$ cat config.mk
export PLATFORM = sky130hd
export DESIGN_NAME = ram_clear_seq
export DESIGN_NICKNAME = d
export VERILOG_FILES = /design/src/rtl/ram_clear_pkg.sv /design/src/rtl/ram_clear_lfsr.sv /design/src/rtl/ram_clear_seq.sv
export SDC_FILE = /design/constraint.sdc
export NUM_CORES = 1
export LEC_CHECK = 0
export CAP_MARGIN = 5
export CORE_AREA = 2 2 78 80
export DETAILED_ROUTE_END_ITERATION = 16
export DIE_AREA = 0 0 80 82
export GPL_ROUTABILITY_DRIVEN = 0
export SLEW_MARGIN = 25
export SYNTH_ARGS = -nofsm -noshare
export SYNTH_HDL_FRONTEND = slang
export SYNTH_SLANG_ARGS = --single-unit
$ cat constraint.sdc
create_clock -name clk_sys -period 5.6 [get_ports clk_sys]
set_clock_uncertainty 0.1 [all_clocks]
set_input_delay 1.4 -clock clk_sys [delete_from_list [all_inputs] [get_ports clk_sys]]
set_output_delay 1.4 -clock clk_sys [all_outputs]
set_load 0.02 [all_outputs]
$ cat src/rtl/ram_clear_pkg.sv
// Shared types and constants for the RAM clear sequencer.
//   ram_clear_state_t : sweep FSM states
//   LFSR_SEED         : pattern seed loaded on every start
//   LFSR_TAPS         : Fibonacci tap mask (bits 0,2,3,5)
//   lfsr_step()       : one right shift with feedback into bit 15
package ram_clear_pkg;

    typedef enum logic [2:0] {
        StIdle,
        StSettle,
        StReq,
        StNext,
        StDone
    } ram_clear_state_t;

    localparam logic [15:0] LFSR_SEED = 16'hACE1;
    localparam logic [15:0] LFSR_TAPS = 16'h002D;

    function automatic logic [15:0] lfsr_step(input logic [15:0] s);
        return {^(s & LFSR_TAPS), s[15:1]};
    endfunction

endpackage

$ cat src/rtl/ram_clear_lfsr.sv
// 16-bit Fibonacci LFSR used as the optional memory-test fill pattern.
// Ports:
//   clk_i   : clock
//   rst_i   : synchronous active-high reset (state -> 0)
//   load_i  : load LFSR_SEED (priority over en_i)
//   en_i    : advance one step
//   state_o : current LFSR state
module ram_clear_lfsr
    import ram_clear_pkg::*;
(
    input  logic        clk_i,
    input  logic        rst_i,
    input  logic        load_i,
    input  logic        en_i,
    output logic [15:0] state_o
);

    logic [15:0] state_q, state_d;

    always_comb begin
        state_d = state_q;
        if (load_i) begin
            state_d = LFSR_SEED;
        end else if (en_i) begin
            state_d = lfsr_step(state_q);
        end
    end

    always_ff @(posedge clk_i) begin
        if (rst_i) begin
            state_q <= '0;
        end else begin
            state_q <= state_d;
        end
    end

    assign state_o = state_q;

endmodule

$ cat src/rtl/ram_clear_seq.sv
// Bounded, restartable, pausable write sweep from START_ADDR to END_ADDR
// (inclusive), one single-word write per address over a req/ack handshake.
// Optional macro: RAM_CLEAR_PATTERN_EN selects an LFSR fill pattern instead of zero.
// Ports:
//   clk_sys  : clock
//   RESET    : synchronous active-high reset
//   start    : begin/restart a sweep (honoured only when idle or done)
//   pause    : block new request assertion
//   mem_req  : write request (held until mem_ack)
//   mem_ack  : controller accepted request
//   mem_addr : write address
//   mem_din  : write data
//   busy     : sweep in progress
//   done     : sweep complete, held until next start or RESET
//   progress : upper 8 address bits (zero-extended if ADDR_W < 8)
module ram_clear_seq
    import ram_clear_pkg::*;
#(
    parameter int unsigned       ADDR_W     = 25,
    parameter int unsigned       DATA_W     = 16,
    parameter logic [ADDR_W-1:0] START_ADDR = '0,
    parameter logic [ADDR_W-1:0] END_ADDR   = '1,
    parameter int unsigned       SETTLE_CYC = 9
) (
    input  logic              clk_sys,
    input  logic              RESET,
    input  logic              start,
    input  logic              pause,
    output logic              mem_req,
    input  logic              mem_ack,
    output logic [ADDR_W-1:0] mem_addr,
    output logic [DATA_W-1:0] mem_din,
    output logic              busy,
    output logic              done,
    output logic [7:0]        progress
);

    localparam int unsigned SetW = (SETTLE_CYC > 1) ? $clog2(SETTLE_CYC) : 1;
    localparam logic [SetW-1:0] SettleLast = SetW'((SETTLE_CYC > 0) ? SETTLE_CYC - 1 : 0);

    ram_clear_state_t  state_q, state_d;
    logic              req_q, req_d;
    logic [ADDR_W-1:0] addr_q, addr_d;
    logic              busy_q, busy_d;
    logic              done_q, done_d;
    logic [SetW-1:0]   cnt_q, cnt_d;

    always_ff @(posedge clk_sys) begin
        if (RESET) begin
            state_q <= StIdle;
            req_q   <= 1'b0;
            addr_q  <= START_ADDR;
            busy_q  <= 1'b0;
            done_q  <= 1'b0;
            cnt_q   <= '0;
        end else begin
            state_q <= state_d;
            req_q   <= req_d;
            addr_q  <= addr_d;
            busy_q  <= busy_d;
            done_q  <= done_d;
            cnt_q   <= cnt_d;
        end
    end

    always_comb begin
        state_d = state_q;
        unique case (state_q)
            StIdle, StDone: begin
                if (start) state_d = (SETTLE_CYC == 0) ? StReq : StSettle;
            end
            StSettle: if (cnt_q == SettleLast) state_d = StReq;
            StReq:    if (req_q && mem_ack) state_d = StNext;
            StNext:   state_d = (addr_q == END_ADDR) ? StDone : StReq;
            default:  state_d = StIdle;
        endcase
    end

    // Request is computed a cycle ahead so every output stays registered;
    // pause only gates a fresh assertion, never an outstanding request.
    always_comb begin
        req_d  = req_q;
        addr_d = addr_q;
        busy_d = busy_q;
        done_d = done_q;
        cnt_d  = cnt_q;
        unique case (state_q)
            StIdle, StDone: begin
                if (start) begin
                    addr_d = START_ADDR;
                    cnt_d  = '0;
                    busy_d = 1'b1;
                    done_d = 1'b0;
                    req_d  = (SETTLE_CYC == 0) ? ~pause : 1'b0;
                end
            end
            StSettle: begin
                cnt_d = cnt_q + 1'b1;
                if (cnt_q == SettleLast) req_d = ~pause;
            end
            StReq: begin
                if (req_q) begin
                    if (mem_ack) req_d = 1'b0;
                end else begin
                    req_d = ~pause;
                end
            end
            StNext: begin
                // End test precedes increment, so the address never wraps.
                if (addr_q == END_ADDR) begin
                    busy_d = 1'b0;
                    done_d = 1'b1;
                end else begin
                    addr_d = addr_q + 1'b1;
                    req_d  = ~pause;
                end
            end
            default: begin
                req_d = 1'b0;
            end
        endcase
    end

    assign mem_req  = req_q;
    assign mem_addr = addr_q;
    assign busy     = busy_q;
    assign done     = done_q;

    if (ADDR_W >= 8) begin : g_prog_hi
        assign progress = addr_q[ADDR_W-1 -: 8];
    end else begin : g_prog_ext
        assign progress = {{(8 - ADDR_W){1'b0}}, addr_q};
    end

`ifdef RAM_CLEAR_PATTERN_EN
    logic        lfsr_load;
    logic        lfsr_en;
    logic [15:0] lfsr_state;

    assign lfsr_load = ((state_q == StIdle) || (state_q == StDone)) && start;
    assign lfsr_en   = (state_q == StNext) && (addr_q != END_ADDR);

    ram_clear_lfsr u_lfsr (
        .clk_i   (clk_sys),
        .rst_i   (RESET),
        .load_i  (lfsr_load),
        .en_i    (lfsr_en),
        .state_o (lfsr_state)
    );

    always_comb begin
        for (int i = 0; i < int'(DATA_W); i++) begin
            mem_din[i] = lfsr_state[i % 16];
        end
    end
`else
    assign mem_din = '0;
`endif

endmodule

# [Yosys cells after proc, flatten, opt, wreduce, memory -nomap -nowiden]
# Index checks and enable logic that the tools add are counted.
[word_totals] input_bits=5 register_bits=35 elab_cells=51
[op_classes] mux=21 n_reduce_logical=10 n_eq_ne=11 bitwise=1 n_addsub=2
[ops] cell="25-bit two-way mux" count=2
[ops] cell="25-bit one-hot mux with 2 select lines" count=1
[ops] cell="25-bit by 1-bit adder with 25-bit output (second input constant)" count=1
[ops] cell="25-bit equality test (second input constant)" count=1
[ops] cell="3-bit two-way mux" count=4
[ops] cell="3-bit one-hot mux with 4 select lines" count=1
[ops] cell="3-bit AND reduction" count=4
[ops] cell="2-bit != test (second input constant)" count=5
[ops] cell="1-bit two-way mux" count=8
[ops] cell="4-bit one-hot mux with 2 select lines" count=1
[ops] cell="3-bit by 2-bit equality test with 1-bit output (second input constant)" count=2
[ops] cell="4-bit by 1-bit adder with 4-bit output (second input constant)" count=1
[ops] cell="4-bit equality test (second input constant)" count=1
[ops] cell="4-bit two-way mux" count=1
[ops] cell="1-bit one-hot mux with 2 select lines" count=2
[ops] cell="1-bit one-hot mux with 4 select lines" count=1
[ops] cell="2-bit nonzero test" count=2
[ops] cell="3-bit by 1-bit equality test with 1-bit output (second input constant)" count=1
[ops] cell="3-bit equality test (second input constant)" count=1
[ops] cell="3-bit zero test" count=1
[ops] cell="2-bit AND reduction" count=1
[ops] cell="2-bit OR reduction" count=1
[ops] cell="1-bit logical AND" count=1
[ops] cell="1-bit NOT" count=1

# [Depth between registers and ports, before layout]
# Gate-level depths: netlist (run 1).
[depth] ltp_word=4 ltp_mapped=8

# [Least setup slack after synthesis (run 1)]
# Ideal clock, no wire load.
[synth_timing] kind="input to register" from="in start" to="reg addr_q[20] (netlist: mem_addr[20])" setup_time_ns=0.131 path_slack_ns=2.773 arrival_ns=2.596 n_path_buf=1 stages=6 t_required_ns=5.369 cell_sequence="or3b_2 > buf_2 > nand2_1 > nor2_1 > o21ai_0 > o41ai_1"
[synth_between] elab_chain_len=2
[synth_lines] item="start, declared" line="ram_clear_seq.sv:27" rtl="input logic start,"
[synth_lines] item="2-bit != test (no source line)"
[synth_lines] item="3-bit AND reduction (no source line)"
[synth_lines] item="end signal, assigned" line="ram_clear_seq.sv:59" rtl="addr_q <= addr_d;"
[synth_lines] item="end, declared" line="ram_clear_seq.sv:43" rtl="logic [ADDR_W-1:0] addr_q, addr_d;"
# No other way between the ends.
# A chain may end at the register's enable or synchronous reset.

# [Worst setup path in the final report (run 1)]
# Same ends and word-level chain as after synthesis.

==> results of run 1 <==
stage by stage:
stage / hold WS [ns] / cells
after floorplan: 0.3518 / 274
final: 0.3646 / 358
after CTS: 0.3626 / 358
after global placement: 0.3497 / 352
after global routing: 0.4231 / 358
after detailed placement: 0.3533 / 352
final cells by class:
class                   instances  area (um2)  share of cell area
repair buffers                 40       400.4              0.1612
flip-flops and latches         35       700.7              0.2821
multi-input cells             193        1182              0.4761
clock buffers                   6       72.57             0.02922
inverters                       9       33.78             0.01360
well taps                      75       93.84             0.03778
cell families after synthesis:
family	Yosys count
buffers and inverters	46
other	1
XOR/XNOR	4
AO/OA/AOI/OAI	68
flip-flops	35
adder cells (fa/ha/maj)	3
multiplexers	1
AND/OR/NAND/NOR	101
flip-flops by register name, indices dropped and copies added (netlist names):
signal    count
cnt_q         4
mem_addr     25
state_q       3
busy          1
done          1
mem_req       1
layer usage:
metal | vias to the layer above | wire length (um) | GRT usage
met2 | 53 | 2430 | 0.2758
met3 | 4 | 223 | 0.03626
met1 | 932 | 2434 | 0.2198
met5 | - | 0 | 0
li1 | 969 | - | -
met4 | 0 | 41 | 0.05424
placed cells by master (no fill, tap or decap), types with 5 or more instances in the layout:
cell type,synthesis,final
sky130_fd_sc_hd__nor2_1,18,18
sky130_fd_sc_hd__nand3_1,14,14
sky130_fd_sc_hd__o211ai_1,5,5
sky130_fd_sc_hd__dfxtp_1,35,35
sky130_fd_sc_hd__conb_1,1,16
sky130_fd_sc_hd__nand2_1,22,22
sky130_fd_sc_hd__clkdlybuf4s50_1,0,40
sky130_fd_sc_hd__a41oi_1,6,6
sky130_fd_sc_hd__inv_1,9,9
sky130_fd_sc_hd__a31oi_1,7,7
sky130_fd_sc_hd__a21oi_1,22,22
sky130_fd_sc_hd__nor3_1,7,7
sky130_fd_sc_hd__o21ai_0,7,7
sky130_fd_sc_hd__nand4_1,8,8
sky130_fd_sc_hd__clkbuf_8,0,5
how the worst min path moves through the flow:
stage	startpoint	end	cells after the start
finish	done	done	2
floorplan	cnt_q[3]	cnt_q[3]	2
CTS	done	done	2
global placement	done	done	2
global route	cnt_q[3]	cnt_q[3]	2
detailed placement	done	done	2
report_power, final:
group          internal, mW  total, mW  leakage, nW  switching, mW
registers             0.253      0.259        0.283        0.00593
logic                0.0178     0.0595        0.513         0.0417
clock network        0.0828      0.165       0.0371         0.0820
total                 0.354      0.483        0.833          0.130
worst reg2reg max path, stage by stage, from the launching register on:
cell,delay (ns)
sky130_fd_sc_hd__dfxtp_1,0.44
sky130_fd_sc_hd__ha_1,0.23
sky130_fd_sc_hd__nand3_1,0.31
sky130_fd_sc_hd__or4_4,0.53
sky130_fd_sc_hd__or2_0,0.47
sky130_fd_sc_hd__a41oi_1,0.33
sky130_fd_sc_hd__o22a_2,0.17
==> impl_summary.log, run 1 <==
[metrics] #FFs+latches synth: 35
[metrics] CTS clock-pin slew for the worst setup and hold paths: 0.06 ns
[metrics] clock buffer count from CTS: 5
[metrics] TritonCTS clock tree: built
[metrics] Antenna diodes: 0
[metrics] CP max stage cell: sky130_fd_sc_hd__or3b_2
[metrics] number of DRC markers after the initial detailed-route iteration: 134
[metrics] first-pass GRT wire length: 8707 um
[metrics] slew at the pin closest to its max-slew limit: 0.9184 ns
[metrics] combined global-route utilization of all metal layers: 0.1681
[metrics] worst path bufs/invs: 1
[metrics] fraction of final layout cells sized beyond drive strength 1: 0.07067
[metrics] final setup margin: 2.079 ns
[metrics] Final Hold Fails: 0
[metrics] adder-cell share of the synthesized area: 0.01781
[metrics] average via count per standard cell: 5.469
[metrics] share of synthesized area occupied by flip-flops and latches: 0.3325
[metrics] CTS Hold Buffers Added: 0
[metrics] arrival time reported for the critical path endpoint: 3.57 ns
[metrics] post-synthesis area per instance: 8.135 um2
[metrics] Max transition margin: 0.3821
[metrics] capturing element type of the critical path: register
[metrics] vias in the first global route: 1,851
[metrics] deepest clock path buffer count: 2
[metrics] Req. time, crit path: 5.65 ns
[metrics] Unique masters post-synth: 55
[metrics] Critical Setup Path Class: primary input to register
[metrics] CP peak stage delay: 0.68 ns
[metrics] area of the core: 5746 um2
[metrics] post-place instance area: 2411 um2
[metrics] summed negative setup slack over all endpoints: 0 ns
[metrics] total of max-cap violations: 0
[metrics] maximum number of pins on one net before global-route repair: 20
[metrics] drc violations: 0
[metrics] type of the tightest min-delay check: register to register
[metrics] worst voltage drop across the vdd grid: 0.08834 mV
[metrics] reg-to-reg setup timing slack: 2.98 ns
[metrics] share of synthesized registers carrying an async set or reset: 0
[metrics] insertion delay of the later-clocked pin in the worst-skew pair: 0.28 ns
[metrics] cell chosen for the clock root: sky130_fd_sc_hd__clkbuf_8
[metrics] capture point of the worst reg-to-reg path: mem_addr[9]
[metrics] cell types with the largest area share after synthesis: sky130_fd_sc_hd__dfxtp_1, sky130_fd_sc_hd__buf_4, sky130_fd_sc_hd__a21oi_1, sky130_fd_sc_hd__nand2_1, sky130_fd_sc_hd__nand3_1
[metrics] min Tclk post-route: 3.521 ns
[metrics] post-synthesis compound-gate area fraction: 0.2274
[metrics] number of placement rows: 28
[metrics] number of synthesized flops with an enable pin: 0
[metrics] fraction of synthesized cell area taken by the top area cell type: 0.3325
[metrics] worst r2r path cells: 6
[metrics] I/O Pins: 57
[metrics] Vert. Die Dim: 82 um
[metrics] I/O Buffers: 40
[metrics] Die Outline Area: 6560 um2
[metrics] unrepaired setup endpoints after global routing: no
[metrics] top achievable clock speed: 284.0 MHz
[metrics] Layout fillers: 607
[metrics] overall power: 483.5 uW
[metrics] number of nets in the layout: 292
[metrics] power density of the placed cells: 194.7 nW/um2
[metrics] Crit. Startpoint: start
[metrics] leading cell types by count after synthesis: sky130_fd_sc_hd__dfxtp_1, sky130_fd_sc_hd__buf_4, sky130_fd_sc_hd__a21oi_1, sky130_fd_sc_hd__nand2_1, sky130_fd_sc_hd__nor2_1
[metrics] post-route fraction of the period consumed by the critical path: 0.6287
[metrics] static power due to leakage: 0.8333 nW
[metrics] simple logic cell fraction of the synthesized area: 0.2660
[metrics] cell family with the largest share of critical-path delay: simple AND/OR/NAND/NOR gates
[metrics] share of synthesized area spent on multiplexers: 0.004751
[metrics] htree depth: 2
[metrics] HPWL after detailed placement: 3625 um
[metrics] postcts setup bufs: 0
[metrics] beginning of the worst register-to-register path: mem_addr[0]
[metrics] critical path launch point type: primary input
[metrics] residual antenna-violating net count after detailed routing: 0
[metrics] total non-filler cell area in the finished layout: 2484 um2
[metrics] Initial Utilization: 0.3667
[metrics] xor/xnor cell area share of the yosys netlist: 0.01663
[metrics] post_cts resized: 0
[metrics] Final setup violation count: 0
[metrics] Remaining Overflow, GRT: 0
[metrics] number of optimization iterations in the first detailed-route pass: 4
[metrics] capture point of the critical path: mem_addr[20]
[metrics] Levels on crit path: 6
[metrics] via count: 1,958
[metrics] commonest register cell after synthesis: sky130_fd_sc_hd__dfxtp_1
[metrics] worst setup slack after placement: 1.823 ns
[metrics] Final Routed Wirelength: 5129 um
[metrics] crit-path max FO: 19
[metrics] leading cell type by number of instances after synthesis: sky130_fd_sc_hd__dfxtp_1
[metrics] number of warnings issued by yosys: 0
[metrics] max-slew violations: 0
[metrics] run status: finished, final reports clean
[metrics] # clock sinks: 35
[metrics] Cells after Synth: 259
[metrics] synthesis-to-finish area growth: 17.87%
[metrics] combinational family with the most area after synthesis: simple AND/OR/NAND/NOR gates
[metrics] initial antenna violation count: 0
[metrics] ordered cell list for the critical path: clkdlybuf4s50_1 -> or3b_2 -> nand2_1 -> nor2_1 -> o21ai_0 -> o41ai_1
[metrics] biggest area consumer among synthesized cells: sky130_fd_sc_hd__dfxtp_1
[metrics] Wirelength per Cell: 14.33 um
[metrics] die outline width: 80 um
[metrics] mapped cell area: 2107 um2
[metrics] Final Core Density: 0.4323
Power figures use the tool's default switching activity.
==> inputs of run 2 (changes only) <==
- PLACE_DENSITY: not set -> 0.66
- clock period: 5.6 -> 3.1 ns (I/O delays scaled with it)
==> impl_summary.log, run 2 (synthesis results as in run 1) <==
[metrics] most common cell after layout, fill and taps aside: sky130_fd_sc_hd__clkdlybuf4s50_1
[metrics] Final Hold Fails: 0
[metrics] combined global-route utilization of all metal layers: 0.1680
[metrics] CTS clock-pin slew for the worst setup and hold paths: 0.07 ns
[metrics] maximum number of pins on one net before global-route repair: 19
[metrics] drc violations: 0
[metrics] arrival time reported for the critical path endpoint: 2.59 ns
[metrics] power density of the placed cells: 368.6 nW/um2
[metrics] fraction of final layout cells sized beyond drive strength 1: 0.1085
[metrics] HPWL after detailed placement: 3678 um
[metrics] I/O Buffers: 40
[metrics] postcts setup bufs: 0
[metrics] top achievable clock speed: 408.4 MHz
[metrics] CTS Hold Buffers Added: 0
[metrics] synthesis-to-finish area growth: 22.74%
[metrics] initial antenna violation count: 0
[metrics] clock network power share: 0.388
[metrics] slew at the pin closest to its max-slew limit: 0.7132 ns
[metrics] average via count per standard cell: 5.246
[metrics] insertion delay of the later-clocked pin in the worst-skew pair: 0.29 ns
[metrics] net switching power of the design: 255.2 uW
[metrics] Final setup violation count: 0
[metrics] amount of wire on met2 after detailed routing: 2456 um
[metrics] cell chosen for the clock root: sky130_fd_sc_hd__clkbuf_8
[metrics] number of DRC markers after the initial detailed-route iteration: 103
[metrics] Critical Setup Path Class: register to register
[metrics] highest metal layer with signal wires: met4
[metrics] sequential share of power: 0.491
[metrics] total non-filler cell area in the finished layout: 2586 um2
[metrics] capturing element type of the critical path: register
[metrics] Remaining Overflow, GRT: 0
[metrics] # clock sinks: 35
[metrics] clock buffer count from CTS: 5
[metrics] static power due to leakage: 0.8959 nW
[metrics] area of the core: 5746 um2
[metrics] number of optimization iterations in the first detailed-route pass: 4
[metrics] min Tclk post-route: 2.449 ns
[metrics] internal power consumption: 698.1 uW
[metrics] WL met1: 2446 um
[metrics] I/O Pins: 57
[metrics] TritonCTS clock tree: built
[metrics] htree depth: 2
[metrics] first-pass GRT wire length: 8618 um
[metrics] summed negative setup slack over all endpoints: 0 ns
[metrics] Max transition margin: 0.5246
[metrics] type of the tightest min-delay check: register to register
[metrics] deepest clock path buffer count: 2
[metrics] Final Routed Wirelength: 5191 um
[metrics] critical path launch point type: register
[metrics] crit-path max FO: 10
[metrics] Vert. Die Dim: 82 um
[metrics] Wirelength per Cell: 14.03 um
[metrics] via count: 1,941
[metrics] switching share of total power: 0.2677
[metrics] number of nets in the layout: 302
[metrics] met3 routed wirelength: 216 um
[metrics] number of placement rows: 28
[metrics] die outline width: 80 um
[metrics] vias in the first global route: 1,810
[metrics] Initial Utilization: 0.3667
[metrics] Layout fillers: 591
[metrics] worst voltage drop across the vdd grid: 0.1880 mV
[metrics] total of max-cap violations: 0
[metrics] max-slew violations: 0
[metrics] residual antenna-violating net count after detailed routing: 0
[metrics] Req. time, crit path: 3.24 ns
[metrics] post-route fraction of the period consumed by the critical path: 0.7899
[metrics] Die Outline Area: 6560 um2
[metrics] combinational group share of total power: 0.121
[metrics] Antenna diodes: 0
[metrics] unrepaired setup endpoints after global routing: no
[metrics] most frequent cells in the layout: sky130_fd_sc_hd__clkdlybuf4s50_1, sky130_fd_sc_hd__dfxtp_1, sky130_fd_sc_hd__a21oi_1, sky130_fd_sc_hd__nand2_1, sky130_fd_sc_hd__nor2_1
[metrics] max FFs per register: 25
[metrics] post-place instance area: 2486 um2
[metrics] post_cts resized: 0
[metrics] run status: finished, final reports clean
[run 2: changes by cell type in the layout (fill, tap and decap cells not counted), sizes merged]
cell | previous run | this run
buf | 0 | 10
clkbuf | 6 | 8
[run 2: metrics by stage]
step	setup WS, ns	hold slack (ns)	power, mW	cells	util
floorplan	0.8437	0.3518	0.5757	274	-
global placement	0.5416	0.3557	0.5901	362	0.4327
detailed placement	0.5159	0.3600	0.5920	362	0.4327
CTS	0.6800	0.3708	0.9656	370	0.4501
finish	0.6514	0.3679	0.9532	370	0.4501
global route	0.5088	0.3934	1.003	370	0.4501
[run 2: per-layer routing]
layer	global-route usage	vias to the layer above
li1	-	985
met1	0.2219	900
met4	0.06441	0
met2	0.2708	49
met3	0.03297	7
met5	0	-
[run 2: path summary, 6_finish.rpt]
check,startpoint,endpoint,depth (start not counted),slack (ns)
setup / recovery,mem_addr[8],mem_addr[13],5,0.65
hold / removal,done,done,2,0.37
setup reg to reg,mem_addr[8],mem_addr[13],5,0.65
hold reg to reg,done,done,2,0.37
[run 2: layout make-up]
| class | count | area (um2) | share of cell area |
|---|---|---|---|
| repair buffers | 50 | 475.5 | 0.1838 |
| clock buffers | 8 | 100.1 | 0.03870 |
| inverters | 9 | 33.78 | 0.01306 |
| well taps | 75 | 93.84 | 0.03628 |
| flip-flops and latches | 35 | 700.7 | 0.2709 |
| multi-input cells | 193 | 1182 | 0.4572 |
[run 2: critical path: stages (launching register included)]
cell	delay, ns
sky130_fd_sc_hd__dfxtp_1	0.49
sky130_fd_sc_hd__nand4_2	0.24
sky130_fd_sc_hd__or4_4	0.58
sky130_fd_sc_hd__or2_0	0.49
sky130_fd_sc_hd__a41oi_1	0.32
sky130_fd_sc_hd__o22a_2	0.17
[run 2: power groups by stage]
stage	Sequential [mW]	Clock [mW]	Combinational [mW]
6_report	0.468	0.370	0.115
3_3_place_gp	0.478	0	0.112
5_1_grt	0.469	0.407	0.127
2_1_floorplan	0.475	0	0.101
3_5_place_dp	0.478	0	0.114
4_1_cts	0.468	0.383	0.115
